===== src/rtl/irq_trap_sequencer_pkg.sv =====
// Shared definitions for the interrupt trap sequencer: FSM state encodings,
// mtvec mode constants, the mcause interrupt bit and the trap-vector helper.
// No ports; imported by the interface, sub-module and top.
package irq_trap_sequencer_pkg;

  typedef logic [2:0] state_t;

  localparam state_t ST_IDLE    = 3'd0;
  localparam state_t ST_DRAIN   = 3'd1;
  localparam state_t ST_SAVE    = 3'd2;
  localparam state_t ST_VECTOR  = 3'd3;
  localparam state_t ST_HANDLER = 3'd4;
  localparam state_t ST_RETURN  = 3'd5;

  localparam logic [1:0]  MTVEC_DIRECT   = 2'b00;
  localparam logic [1:0]  MTVEC_VECTORED = 2'b01;

  localparam logic [31:0] MCAUSE_INTR    = 32'h8000_0000;

  // Handler entry address. Only the low 30 code bits can reach the result
  // after the <<2, so that is all the caller passes. Reserved modes fall
  // back to direct.
  function automatic logic [31:0] trap_vector(input logic [31:0] mtvec,
                                              input logic [29:0] code);
    logic [31:0] base;
    base = {mtvec[31:2], 2'b00};
    case (mtvec[1:0])
      MTVEC_DIRECT:   trap_vector = base;
      MTVEC_VECTORED: trap_vector = base + {code, 2'b00};
      default:        trap_vector = base;
    endcase
  endfunction

endpackage


===== src/rtl/irq_trap_sequencer_if.sv =====
// Core-side bundle of the trap sequencer: interrupt inputs, pipeline status,
// CSR images in; flush/save/redirect/busy/count out.
// slave = sequencer view, master = core/environment view.
interface irq_trap_sequencer_if #(
  parameter int NUM_SRC = 4
);
  logic [NUM_SRC-1:0] irq_src;
  logic [NUM_SRC-1:0] irq_en;
  logic               mie_global;
  logic [31:0]        mtvec;
  logic [31:0]        pipe_pc;
  logic               pipe_idle;
  logic               mret;
  logic [31:0]        mepc_in;
  logic               flush;
  logic               save_valid;
  logic [31:0]        save_pc;
  logic [31:0]        save_cause;
  logic               redirect_valid;
  logic [31:0]        redirect_pc;
  logic               busy;
  logic [15:0]        irq_count;

  modport slave (
    input  irq_src, irq_en, mie_global, mtvec, pipe_pc, pipe_idle, mret, mepc_in,
    output flush, save_valid, save_pc, save_cause, redirect_valid, redirect_pc,
           busy, irq_count
  );

  modport master (
    output irq_src, irq_en, mie_global, mtvec, pipe_pc, pipe_idle, mret, mepc_in,
    input  flush, save_valid, save_pc, save_cause, redirect_valid, redirect_pc,
           busy, irq_count
  );
endinterface


===== src/rtl/irq_trap_sequencer_prio_encoder.sv =====
// Fixed-priority encoder: lowest-numbered set request wins.
// Latency: combinational. Backpressure: none.
// Ports: req_i request vector; vld_o any request set; idx_o winning index.
module irq_prio_encoder #(
  parameter int N = 4
) (
  input  logic [N-1:0] req_i,
  output logic         vld_o,
  output logic [3:0]   idx_o
);

  // Scan high to low so the last (lowest) set bit overwrites earlier hits.
  always_comb begin
    vld_o = |req_i;
    idx_o = 4'd0;
    for (int i = N - 1; i >= 0; i--) begin
      if (req_i[i]) idx_o = 4'(i);
    end
  end

endmodule


===== src/rtl/irq_trap_sequencer.sv =====
// Interrupt trap sequencer: drain pipeline, save mepc/mcause, vector, return on mret.
// Latency: irq sampled at edge N with pipe idle -> save pulse N+2, redirect N+3.
// Backpressure: DRAIN waits indefinitely for pipe_idle; HANDLER waits for mret.
// Ports: clk, reset (async, active high), bus (slave modport, see interface).
module irq_trap_sequencer
  import irq_trap_sequencer_pkg::*;
#(
  parameter int NUM_SRC    = 4,
  parameter int CAUSE_BASE = 16
) (
  input  logic clk,
  input  logic reset,
  irq_trap_sequencer_if.slave bus
);

  state_t      state_q, state_d;
  logic [3:0]  cause_q, cause_d;
  logic [15:0] count_q;

  logic [NUM_SRC-1:0] req;
  logic               win_vld;
  logic [3:0]         win_idx;
  logic [30:0]        cause_code;
  logic [31:0]        cause_full;

  assign req = bus.irq_src & bus.irq_en;

  irq_prio_encoder #(.N(NUM_SRC)) u_prio (
    .req_i (req),
    .vld_o (win_vld),
    .idx_o (win_idx)
  );

  assign cause_code = 31'(CAUSE_BASE) + {27'd0, cause_q};
  assign cause_full = MCAUSE_INTR | {1'b0, cause_code};

  // Only IDLE looks at the requests; once a trap starts it runs to completion.
  always_comb begin
    state_d = state_q;
    cause_d = cause_q;
    case (state_q)
      ST_IDLE: begin
        if (bus.mie_global && win_vld) begin
          cause_d = win_idx;
          state_d = ST_DRAIN;
        end
      end
      ST_DRAIN:   if (bus.pipe_idle) state_d = ST_SAVE;
      ST_SAVE:    state_d = ST_VECTOR;
      ST_VECTOR:  state_d = ST_HANDLER;
      ST_HANDLER: if (bus.mret) state_d = ST_RETURN;
      ST_RETURN:  state_d = ST_IDLE;
      default:    state_d = ST_IDLE;
    endcase
  end

  // Outputs decode straight from state so reset clears them immediately.
  always_comb begin
    bus.flush          = 1'b0;
    bus.save_valid     = 1'b0;
    bus.save_pc        = 32'd0;
    bus.save_cause     = 32'd0;
    bus.redirect_valid = 1'b0;
    bus.redirect_pc    = 32'd0;
    bus.busy           = 1'b0;
    case (state_q)
      ST_DRAIN: bus.flush = 1'b1;
      ST_SAVE: begin
        bus.flush      = 1'b1;
        bus.save_valid = 1'b1;
        bus.save_pc    = bus.pipe_pc;
        bus.save_cause = cause_full;
      end
      ST_VECTOR: begin
        bus.flush          = 1'b1;
        bus.redirect_valid = 1'b1;
        bus.redirect_pc    = trap_vector(bus.mtvec, cause_full[29:0]);
      end
      ST_HANDLER: bus.busy = 1'b1;
      ST_RETURN: begin
        bus.busy           = 1'b1;
        bus.redirect_valid = 1'b1;
        bus.redirect_pc    = bus.mepc_in;
      end
      default: ;
    endcase
  end

  always_ff @(posedge clk or posedge reset) begin
    if (reset) begin
      state_q <= ST_IDLE;
      cause_q <= 4'd0;
      count_q <= 16'd0;
    end else begin
      state_q <= state_d;
      cause_q <= cause_d;
      if (state_q == ST_VECTOR) count_q <= count_q + 16'd1;
    end
  end

  assign bus.irq_count = count_q;

endmodule


===== src/flat_wrapper.sv =====
// flat-port wrapper written by rule: the top's interface ports become plain ports
module irq_trap_sequencer_flat import irq_trap_sequencer_pkg::*;
#(
  parameter int NUM_SRC    = 4,
  parameter int CAUSE_BASE = 16
)
  (clk, reset, bus_irq_src, bus_irq_en, bus_mie_global, bus_mtvec, bus_pipe_pc, bus_pipe_idle, bus_mret, bus_mepc_in, bus_flush, bus_save_valid, bus_save_pc, bus_save_cause, bus_redirect_valid, bus_redirect_pc, bus_busy, bus_irq_count);
  irq_trap_sequencer_if #(.NUM_SRC(NUM_SRC)) bus_i ();
  input  logic clk;
  input  logic reset;
  input wire logic [$bits(bus_i.irq_src)-1:0] bus_irq_src;
  input wire logic [$bits(bus_i.irq_en)-1:0] bus_irq_en;
  input wire logic [$bits(bus_i.mie_global)-1:0] bus_mie_global;
  input wire logic [$bits(bus_i.mtvec)-1:0] bus_mtvec;
  input wire logic [$bits(bus_i.pipe_pc)-1:0] bus_pipe_pc;
  input wire logic [$bits(bus_i.pipe_idle)-1:0] bus_pipe_idle;
  input wire logic [$bits(bus_i.mret)-1:0] bus_mret;
  input wire logic [$bits(bus_i.mepc_in)-1:0] bus_mepc_in;
  output wire logic [$bits(bus_i.flush)-1:0] bus_flush;
  output wire logic [$bits(bus_i.save_valid)-1:0] bus_save_valid;
  output wire logic [$bits(bus_i.save_pc)-1:0] bus_save_pc;
  output wire logic [$bits(bus_i.save_cause)-1:0] bus_save_cause;
  output wire logic [$bits(bus_i.redirect_valid)-1:0] bus_redirect_valid;
  output wire logic [$bits(bus_i.redirect_pc)-1:0] bus_redirect_pc;
  output wire logic [$bits(bus_i.busy)-1:0] bus_busy;
  output wire logic [$bits(bus_i.irq_count)-1:0] bus_irq_count;
  assign bus_i.irq_src = bus_irq_src;
  assign bus_i.irq_en = bus_irq_en;
  assign bus_i.mie_global = bus_mie_global;
  assign bus_i.mtvec = bus_mtvec;
  assign bus_i.pipe_pc = bus_pipe_pc;
  assign bus_i.pipe_idle = bus_pipe_idle;
  assign bus_i.mret = bus_mret;
  assign bus_i.mepc_in = bus_mepc_in;
  assign bus_flush = bus_i.flush;
  assign bus_save_valid = bus_i.save_valid;
  assign bus_save_pc = bus_i.save_pc;
  assign bus_save_cause = bus_i.save_cause;
  assign bus_redirect_valid = bus_i.redirect_valid;
  assign bus_redirect_pc = bus_i.redirect_pc;
  assign bus_busy = bus_i.busy;
  assign bus_irq_count = bus_i.irq_count;
  irq_trap_sequencer #(.NUM_SRC(NUM_SRC), .CAUSE_BASE(CAUSE_BASE)) u_core (.clk(clk), .reset(reset), .bus(bus_i));
endmodule

===== config.mk =====
export PLATFORM = sky130hd
export DESIGN_NAME = irq_trap_sequencer_flat
export DESIGN_NICKNAME = d
export VERILOG_FILES = /design/src/rtl/irq_trap_sequencer_pkg.sv /design/src/rtl/irq_trap_sequencer_if.sv /design/src/rtl/irq_trap_sequencer_prio_encoder.sv /design/src/rtl/irq_trap_sequencer.sv /design/src/flat_wrapper.sv
export SDC_FILE = /design/constraint.sdc
export NUM_CORES = 1
export LEC_CHECK = 0
export BUFFER_PORTS_ARGS = -buffer_cell sky130_fd_sc_hd__buf_4
export CORE_AREA = 2 2 86 88
export CTS_BUF_LIST = sky130_fd_sc_hd__clkbuf_16
export DETAILED_ROUTE_END_ITERATION = 12
export DIE_AREA = 0 0 88 90
export GPL_ROUTABILITY_DRIVEN = 0
export PLACE_DENSITY = 0.77
export SKIP_CTS_REPAIR_TIMING = 1
export SLEW_MARGIN = 10
export SYNTH_ARGS = -nofsm -noshare
export SYNTH_HDL_FRONTEND = slang
export SYNTH_SLANG_ARGS = --single-unit

===== constraint.sdc =====
create_clock -name clk -period 5.1 [get_ports clk]
set_input_delay 0.51 -clock clk [delete_from_list [all_inputs] [get_ports clk]]
set_output_delay 0.51 -clock clk [all_outputs]
set_load 0.01 [all_outputs]

==> results.sh <==
export IMPL_grt_pass1_wl_um=12600
export IMPL_utilization=0.562
export IMPL_final_layout_size_suffix_gt1_frac=0.426
export IMPL_outcome="completed"
export IMPL_crit_path_start_kind="register"
export IMPL_grt_pass1_vias=2643
export IMPL_setup_worst_path_class="register to output port"
export IMPL_clock_fmax_mhz=316
export IMPL_internal_power_w=0.000646
export IMPL_power_frac_clock=0.151
export IMPL_first_iter_violations=46
export IMPL_antenna_violating_nets_post_route=0
export IMPL_syn_to_final_growth_pct=58.7
export IMPL_post_synthesis_cell_area_um2=2490
export IMPL_num_rows=31
export IMPL_die_area_um2=7920
export IMPL_clock_latency_ps=260
export IMPL_cts_clk_slew_worst_paths_ps=60
export IMPL_die_height_um=90
export IMPL_cts_num_sinks=21
export IMPL_port_buffers=196
export IMPL_worst_slew_pin_transition_ps=1150
export IMPL_synth_seq_area_share=0.211
export IMPL_regToRegSetupSlack_ps=3350
export IMPL_p_sw_w=0.000439
export IMPL_timing_critical_path_fanout_max=13
export IMPL_cts_root_buf="sky130_fd_sc_hd__clkbuf_16"
export IMPL_slew_viol_final=0
export IMPL_globalRouteOverflowTotal=0
export IMPL_detail_route_first_pass_iterations=4
export IMPL_cp_required_ps=4590
export IMPL_totalWireLength_um=8140
export IMPL_route_detailed_wl_per_inst_um=13.4
export IMPL_crit_reg2reg_launch="u_core.state_q[0]$_DFFE_PP0P_"
export IMPL_totalNegativeSetupSlack_ps=0
export IMPL_worst_r2r_path_depth=5
export IMPL_power_static_leakage_nw=2.01
export IMPL_routed_via_count=2813
export IMPL_min_path_type="input port to async pin"
export IMPL_post_synth_inst_count=325
export IMPL_finish_net_count=621
export IMPL_die_width_um=88
export IMPL_cts_made_buffers=3
export IMPL_post_layout_total_power_w=0.00108
export IMPL_postSynthRegisterBits=21
export IMPL_seqPwrFrac=0.236
export IMPL_finalClockSkew_ps=4.78
export IMPL_layout_cells_non_filler=606
export IMPL_core_area_um2=7020
export IMPL_worst_relative_slew_slack=0.234
export IMPL_most_frequent_cells_in_the_layout="sky130_fd_sc_hd__buf_4 (198), sky130_fd_sc_hd__nand2_1 (52), sky130_fd_sc_hd__and2_1 (36), sky130_fd_sc_hd__conb_1 (28), sky130_fd_sc_hd__xor2_1 (24)"
export IMPL_largest_net_degree_at_the_start_of_global_routing=38
export IMPL_hold_ws_ps=411
export IMPL_clock_period_minus_worst_slack_ps=3170
export IMPL_critPathCaptureType="output port"
export IMPL_max_clock_path_buffers=2
export IMPL_io_pins=225
export IMPL_netlist_top_cell_by_area="sky130_fd_sc_hd__dfrtp_1"
export IMPL_grt_usage=0.195
export IMPL_worst_endpoint_arrival_ps=2660
export IMPL_finalHoldViolations=0
export IMPL_post_dp_hpwl_um=6660
export IMPL_setup_viol_count_final=0
export IMPL_synth_area_top_cells="sky130_fd_sc_hd__dfrtp_1 (21%), sky130_fd_sc_hd__buf_4 (9.1%), sky130_fd_sc_hd__and2_1 (8.8%)"
export IMPL_rsz0062_at_grt="false"
export IMPL_grt_antenna_before_repair=0
export IMPL_htreeDepth=1
export IMPL_most_frequent_standard_cell_in_the_layout_excluding_fill_and_tap_cells="sky130_fd_sc_hd__buf_4"
export IMPL_power_density_cell_area_nw_per_um2=275
export IMPL_synth_area_per_cell_um2=7.65
export IMPL_synth_flop_cell="sky130_fd_sc_hd__dfrtp_1"
export IMPL_drcViolationCount=0
export IMPL_comb_power_share=0.613
export IMPL_netlist_area_leader_share=0.211
export IMPL_synthDistinctLibCells=49
export IMPL_rr_endpoint="u_core.bus.irq_count[9]$_DFFE_PP0P_"
export IMPL_diodes=0
export IMPL_ir_drop_mv=0.119
export IMPL_layout_worst_path_cycle_share=0.621
export IMPL_placed_cells_incl_taps=602
export IMPL_synth_async_sr_flop_share=1.00
export IMPL_max_cap_violations=0
export IMPL_initial_utilization=0.354
export IMPL_tritoncts="done"
export IMPL_synth_edff_count=0
export IMPL_detail_route_vias_per_cell=4.64
export IMPL_synth_yosys_warnings=0
export IMPL_p_sw_frac=0.405
[metrics by stage]
stage	setup WS (ps)	instance area, um^2
after floorplan	2460	2590
after global placement	2040	3870
after detailed placement	2000	3870
after CTS	1920	3950
after global routing	1760	3950
final	1930	3950
[sequential cells by signal, indices dropped and copies added, names as in the netlist]
name                  count
u_core.state_q            3
u_core.bus.irq_count     16
u_core.cause_q            2
[worst max-delay path by stage]
| stage | depth (start not counted) | slack, ps | end | start |
|---|---|---|---|---|
| 4_1_cts | 7 | 1920 | bus_redirect_pc[25] | u_core.cause_q[1]$_DFFE_PP0P_ |
| 6_report | 7 | 1930 | bus_redirect_pc[25] | u_core.cause_q[1]$_DFFE_PP0P_ |
| 3_5_place_dp | 8 | 2000 | bus_redirect_pc[25] | bus_mtvec[3] |
| 3_3_place_gp | 8 | 2040 | bus_redirect_pc[11] | bus_mtvec[3] |
| 2_1_floorplan | 8 | 2460 | bus_redirect_pc[12] | bus_mtvec[2] |
| 5_1_grt | 7 | 1760 | bus_redirect_pc[25] | u_core.cause_q[1]$_DFFE_PP0P_ |
[worst max-delay path, stage by stage, from the launching register on]
cell and delay [ps]:
sky130_fd_sc_hd__dfrtp_1 430, sky130_fd_sc_hd__ha_1 300, sky130_fd_sc_hd__a21oi_1 70, sky130_fd_sc_hd__o21bai_1 840, sky130_fd_sc_hd__nand4_1 220, sky130_fd_sc_hd__xor2_1 200
sky130_fd_sc_hd__o21ai_0 180, sky130_fd_sc_hd__buf_4 150
[power groups by stage]
stage	Clock [W]	Combinational, W	Sequential (W)
CTS	0.000167	0.000672	0.000254
global placement	0	0.000660	0.000254
detailed placement	0	0.000668	0.000257
floorplan	0	0.000375	0.000230
global route	0.000175	0.000728	0.000262
finish	0.000164	0.000665	0.000256
[routing by layer]
layer	vias up	GRT usage	part of all wire
met3	5	0.0312	0.068
li1	1403	-	-
met2	109	0.350	0.51
met5	-	0	0
met1	1296	0.240	0.42
met4	0	0.0397	0.0080
[cells in the mapped netlist, types with 5 or more instances]
library cell,count
sky130_fd_sc_hd__a21oi_1,5
sky130_fd_sc_hd__and2_1,35
sky130_fd_sc_hd__buf_4,30
sky130_fd_sc_hd__clkbuf_1,8
sky130_fd_sc_hd__dfrtp_1,21
sky130_fd_sc_hd__inv_1,5
sky130_fd_sc_hd__nand2_1,52
sky130_fd_sc_hd__nand3_1,12
sky130_fd_sc_hd__nand4_1,16
sky130_fd_sc_hd__nor2_1,10
sky130_fd_sc_hd__o21ai_0,23
sky130_fd_sc_hd__o21ai_1,5
sky130_fd_sc_hd__xnor2_1,19
sky130_fd_sc_hd__xor2_1,24
[kinds of logic (layout without fill, tap and decap cells)]
| kind of cell | count (synthesis) | count (layout) | synth area share |
|---|---|---|---|
| fa+ha+maj | 4 | 4 | 0.0231 |
| simple gates | 156 | 156 | 0.353 |
| compound gates | 46 | 46 | 0.109 |
| mux | 2 | 2 | 0.00805 |
| buf+inv | 52 | 207 | 0.143 |
| flops | 21 | 21 | 0.211 |
| other cells | 1 | 28 | 0.00151 |
| xor+xnor | 43 | 43 | 0.151 |
[final cells by class]
cell class	instances	area (um^2)
repair buffers	198	1490
clock inverters	1	3.75
well taps	99	124
clock buffers	3	75.1
inverters	5	18.8
multi-input cells	279	1710
flip-flops and latches	21	526
fillers	634	3070
(Power assumes the default switching activity.)
